--- config.mk ---
export PLATFORM = sky130hd
export DESIGN_NAME = if_fetch
export DESIGN_NICKNAME = d
export VERILOG_FILES = /design/src/rtl/if_fetch.sv
export SDC_FILE = /design/constraint.sdc
export NUM_CORES = 1
export LEC_CHECK = 0
export BUFFER_PORTS_ARGS = -buffer_cell sky130_fd_sc_hd__buf_2
export CAP_MARGIN = 25
export CORE_ASPECT_RATIO = 1.25
export CORE_MARGIN = 1.5
export CORE_UTILIZATION = 30
export DETAILED_ROUTE_END_ITERATION = 10
export GPL_ROUTABILITY_DRIVEN = 0
export SLEW_MARGIN = 10
export SYNTH_ARGS = -nofsm -noshare
export SYNTH_HDL_FRONTEND = slang
export SYNTH_SLANG_ARGS = --single-unit
--- constraint.sdc ---
create_clock -name clk -period 4.3 [get_ports clk]
set_input_delay 0.645 -clock clk [delete_from_list [all_inputs] [get_ports clk]]
set_output_delay 0.645 -clock clk [all_outputs]
set_load 0.02 [all_outputs]
--- src/rtl/if_fetch.sv ---
// Instruction fetch: owns the PC, issues ROM word reads, and buffers returns in a 2-entry queue.
// Latency: request at T is visible at the output from T+2; a jump target is valid at T+2.
// Backpressure: hold stops consumption, and issue is throttled so queue plus in-flight never exceeds 2.
module if_fetch #(
   parameter logic [31:0] RESET_PC = 32'h0000_0000,
   parameter logic [31:0] INST_NOP = 32'h0000_0013
) (
   input  logic        clk,
   input  logic        rst,
   input  logic        hold_flag_i,
   input  logic        jump_flag_i,
   input  logic [31:0] jump_addr_i,
   output logic        rom_req_o,
   output logic [31:0] rom_addr_o,
   input  logic [31:0] rom_data_i,
   output logic [31:0] inst_addr_o,
   output logic [31:0] inst_o,
   output logic        inst_valid_o
);

   typedef struct packed {
      logic [31:0] addr;
      logic [31:0] inst;
   } fq_entry_t;

   logic [31:0] pc;
   logic        if_valid;
   logic [31:0] if_addr;
   fq_entry_t   fq [2];
   logic [1:0]  count;
   logic        wr_ptr;
   logic        rd_ptr;

   logic        consume;
   logic        push;
   logic [2:0]  occ;
   logic [31:0] req_addr;
   fq_entry_t   head;
   logic        unused_jump_lsbs;

   assign unused_jump_lsbs = ^jump_addr_i[1:0];

   assign consume  = !hold_flag_i && (count != 2'd0) && !jump_flag_i;
   assign push     = if_valid && !jump_flag_i;
   // Occupancy after this cycle's pop: queued entries plus the response still on its way back.
   assign occ      = {1'b0, count} + {2'b00, if_valid} - {2'b00, consume};
   assign req_addr = jump_flag_i ? {jump_addr_i[31:2], 2'b00} : pc;

   assign rom_req_o  = rst && (jump_flag_i || (occ < 3'd2));
   assign rom_addr_o = req_addr;

   assign head         = fq[rd_ptr];
   assign inst_valid_o = rst && (count != 2'd0) && !jump_flag_i;
   assign inst_o       = inst_valid_o ? head.inst : INST_NOP;
   assign inst_addr_o  = (rst && (count != 2'd0)) ? head.addr : 32'd0;

   always_ff @(posedge clk) begin
      if (!rst) begin
         pc       <= RESET_PC;
         if_valid <= 1'b0;
         if_addr  <= 32'd0;
      end else if (rom_req_o) begin
         pc       <= req_addr + 32'd4;
         if_valid <= 1'b1;
         if_addr  <= req_addr;
      end else begin
         if_valid <= 1'b0;
      end
   end

   // A jump flushes the queue and drops whatever the ROM returns this cycle.
   always_ff @(posedge clk) begin
      if (!rst) begin
         count  <= 2'd0;
         wr_ptr <= 1'b0;
         rd_ptr <= 1'b0;
      end else if (jump_flag_i) begin
         count  <= 2'd0;
         wr_ptr <= 1'b0;
         rd_ptr <= 1'b0;
      end else begin
         if (push)
            wr_ptr <= ~wr_ptr;
         if (consume)
            rd_ptr <= ~rd_ptr;
         count <= count + {1'b0, push} - {1'b0, consume};
      end
   end

   always_ff @(posedge clk) begin
      if (rst && push)
         fq[wr_ptr] <= '{addr: if_addr, inst: rom_data_i};
   end

endmodule

Yosys cells after proc, flatten, opt, wreduce, memory -nomap -nowiden
Memory sizes are Yosys's and may differ from the RTL's. A register that Yosys moved wholly into a read port is not among the register bits.
Cells that the tools add are included.
Word-level totals
  bits in registers: 69
  bits in writable memories: 128
  bits of input ports: 68
  output and inout port bits: 98
  word-level logic and storage cells: 36
  memories kept: 1
Cells by class
  add/sub/neg operators: 5
  magnitude comparators: 1
  muxes and demuxes: 8
  bitwise operators: 3
  reduce and logical (&&, ||, !) cells: 12
Memories
  fq: words 2, width 64, rd ports 1, clocked after Yosys merged registers in 1, write ports 1, RTL line 29  | fq_entry_t fq [2];
Operators with widths (count)
  32-bit 2-to-1 mux: 3
  32-bit by 3-bit adder with 32-bit output (second input constant): 1
  1-bit logical AND: 7
  1-bit 2-to-1 mux: 5
  2-bit by 1-bit adder with 3-bit output: 1
  3-bit by 2-bit < comparator with 1-bit output (second input constant): 1
  1-bit inverter: 3
  3-bit by 1-bit subtractor with 3-bit output: 1
  2-bit by 1-bit adder with 2-bit output: 1
  1-bit logical NOT: 2
  2-bit nonzero test: 1
  2-bit OR reduction: 1
  2-bit by 1-bit subtractor with 2-bit output: 1
  1-bit logical OR: 1

Longest topological paths before layout
  word-level depth: 8
  depth in mapped cells: 14
  depth with buffers taken out: 10

Worst setup path after synthesis
Ideal clock, no wire load.
  path type: in2reg
  from: input jump_flag_i
  to: memory fq[0][0] in the netlist's numbering (enable)
  library setup time: 486 ps
  arrival: 4099 ps
  setup slack: -285 ps
  stages on the path: 7
  cell sequence: buf_6 buf_12 buf_6 buf_4 nor2b_1 nand2_1 nor2_1
Between the ends
  word-level cells in the longest chain between the ends: 5
RTL lines
  from (decl): RTL line 11  | input logic jump_flag_i,
  1-bit logical NOT: RTL line 44  | assign push = if_valid && !jump_flag_i;
  1-bit logical AND: RTL line 44
  1-bit logical AND: RTL line 91  | if (rst && push)
  1-bit 2-to-1 mux: RTL line 91
  1-bit 2-to-1 mux (not written as such): RTL line 92  | fq[wr_ptr] <= '{addr: if_addr, inst: rom_data_i};
  to (decl): RTL line 29
No other way between the ends.

Worst setup path after layout
  from: register count[1]
  to: output rom_req_o
Between the ends
  word-level cells in the longest chain between the ends: 7
RTL lines
  from (decl): RTL line 30  | logic [1:0] count;
  from (signal assigned): RTL line 86  | count <= count + {1'b0, push} - {1'b0, consume};
  parallel branches: the longest is 3 deep, another holds 2-bit by 1-bit adder with 3-bit output
  3-bit by 1-bit subtractor with 3-bit output (*): RTL line 46  | assign occ = {1'b0, count} + {2'b00, if_valid} - {2'b00, consume};
  3-bit by 2-bit < comparator with 1-bit output (*): RTL line 49  | assign rom_req_o = rst && (jump_flag_i || (occ < 3'd2));
  1-bit logical OR (*): RTL line 49
  1-bit logical AND (*): RTL line 49
  to (decl): RTL line 13  | output logic rom_req_o,
Every way passes the cells marked *.

==> results.md <==
* Global-route usage over all layers at 0.141
* Final period util at 0.860
* CP endpoint kind: output port
* Flops & latches, synth at 196
* Sink Count at 196
* Maximum vdd drop at 0.193 mV
* Final slew viol count at 0
* Layout area overhead at 21.6%
* Total power at 4.00 mW
* Final setup margin at 0.601 ns
* Die X-Extent at 154 microns
* Most common cell after layout, fill and taps aside: buf_2
* Critical setup path kind: flip-flop to output port
* Remaining global-route overflow at 0
* First-pass GRT wire length at 31700 microns
* Layout cell share with drive strength beyond 1 at 0.264
* Sequential element share of the synthesized area at 0.611
* Outcome: finished, final reports clean
* Clk_lat worst skew at 0.44 ns
* Synthesized Nets at 774
* Required @ worst endpoint at 3.65 ns
* 1st-iter DRT viols at 313
* CTS H-tree depth at 4
* Initial Utilization at 0.307
* Dpl hpwl at 14300 microns
* Worst-path fanout max at 21
* Leakage at 4.11 nW
* Worst-Margin Slew at 0.861 ns
* Ys async rst share at 0
* Final wirelength at 20500 microns
* CTS tree: done
* # setup viols final at 0
* Drt wl/cell at 16.7 microns
* Cell area after layout at 10400 sq um
* IO Pins at 166
* Setup bufs post-CTS at 0
* Row cnt at 68
* CTS Root Cell: clkbuf_16
* Number of distinct library cells after synthesis at 62
* Port Buf Inserts at 163
* Yosys warns at 0
* Min Tclk post-route at 3.70 ns
* TritonCTS Buffers at 17
* Cts repair resizes at 0
* Highest-count cells in the layout ignoring fill and taps: 163 x buf_2, 128 x edfxtp_1, 85 x mux2i_1
* Die area at 29400 sq um
* Area post-placement at 9790 sq um
* Total of max-cap violations at 0
* # hold bufs at CTS at 0
* Power Density at 386 nW/um^2
* Vias in the first global route at 5783
* Nets@finish at 937
* Final ANT Viol Nets at 0
* Mapped cell area at 8520 sq um
* Post-Syn Instances at 703
* Util after Layout at 0.373
* Clock skew at 0.0103 ns
* Post-synth EDFFs at 128
* Hold WC Path Type: input port to flip-flop
* Setup TNS at 0 ns
* Die Span Y at 191 microns
* Top_reg_cell synth: edfxtp_1
* Antenna Cells at 0
* Core area at 27700 sq um
* Max Fclk at 270 MHz
* RSZ-0062 raised after global routing: false
* Hold Vio Cnt, Final at 0
* Synthesized area per cell at 12.1 sq um
* Dpl ws at 0.811 ns
* Worst R2R Path Depth at 10
* Vias per inst at 4.78
* Largest net degree at the start of global routing at 68
* DR pass1 iterations at 4
* Critical Path AT at 3.05 ns
* Startpoint types: flip-flop
* Max Root-Sink Buffers at 2
* DRC Markers at 0
* Hold path cells at 1
* Initial antenna violation count at 0
* Clock transition at the registers of the reported paths at 0.07 ns
* Max_slew headroom at 0.426
* Via count at 5877
worst paths after layout:
| check | start | endpoint | slack (ns) |
|---|---|---|---|
| max | count[1]$_SDFF_PP0_ | rom_req_o | 0.60 |
| min | rom_data_i[21] | fq[1][21]$_DFFE_PP_ | 0.40 |
| max reg2reg | count[1]$_SDFF_PP0_ | pc[29]$_SDFFE_PN0P_ | 1.24 |
| min reg2reg | if_addr[17]$_SDFFE_PN0P_ | fq[1][49]$_DFFE_PP_ | 0.46 |
cells by family after synthesis:
group                    synth area share
buffers and inverters              0.0375
multiplexers                        0.113
adder cells (fa/ha/maj)           0.00529
XOR/XNOR                           0.0185
AND/OR/NAND/NOR                     0.141
AO/OA/AOI/OAI                      0.0741
flip-flops                          0.611
worst max-delay path: stages (launching register included):
cell      delay, ns
dfxtp_1        0.45
inv_1          0.13
or4_1          0.53
a21boi_0       0.23
fa_1           0.22
xor2_1         0.32
a21o_1         0.19
nand2_1        0.07
buf_4          0.23
clkinv_1       0.08
buf_2          0.16
power breakdown:
part           switching [mW]  internal, mW
registers              0.0437          2.07
clock network           0.679         0.852
logic                   0.219         0.132
total                   0.941          3.06
synthesized netlist by cell type (3+ instances only):
library cell    n  share of area
edfxtp_1      128           0.45
mux2i_1        85           0.10
nor2_1         71          0.031
dfxtp_1        68           0.16
nand2_1        61          0.027
nand3_1        42          0.025
o21ai_0        41          0.024
inv_1          29          0.013
clkbuf_1       24          0.011
xnor2_1        17          0.017
and3_1         11         0.0081
nand4_1        10         0.0073
buf_2           8         0.0047
a21oi_1         7         0.0041
a22o_1          6         0.0062
and2_1          6         0.0044
a311o_1         5         0.0059
nand3b_1        5         0.0044
o211a_1         5         0.0059
o211ai_1        5         0.0044
mux2_2          4         0.0053
nor3_1          4         0.0024
buf_6           3         0.0040
mux2i_2         3         0.0048
nand4b_1        3         0.0031
nor2b_1         3         0.0022
or4_1           3         0.0026
registers in the layout, summed over array words and instances, names as in the netlist, named ones only:
| name | count |
|---|---|
| count | 2 |
| fq | 128 |
| wr_ptr | 1 |
| if_addr | 30 |
| if_valid | 1 |
| rd_ptr | 1 |
| pc | 32 |
layer usage:
layer / GRT usage / wire length (microns) / vias to the layer above
li1: - / - / 2875
met4: 0.0635 / 440 / 0
met1: 0.169 / 8910 / 2844
met2: 0.245 / 10500 / 137
met5: 0 / 0 / -
met3: 0.0265 / 655 / 21
layout make-up:
type / count / area [sq um]
clock inverters: 7 / 72.6
fillers: 2765 / 17400
flip-flops and latches: 196 / 5210
clock buffers: 25 / 487
well taps: 350 / 438
repair buffers: 182 / 1020
inverters: 30 / 113
multi-input cells: 439 / 3020
stage by stage:
| step | cells | hold WS [ns] |
|---|---|---|
| 6_report | 1229 | 0.398 |
| 5_1_grt | 1229 | 0.372 |
| 4_1_cts | 1229 | 0.372 |
| 3_5_place_dp | 1197 | 0.438 |
| 3_3_place_gp | 1196 | 0.429 |
| 2_1_floorplan | 703 | 0.418 |
(Power assumes the default switching activity.)
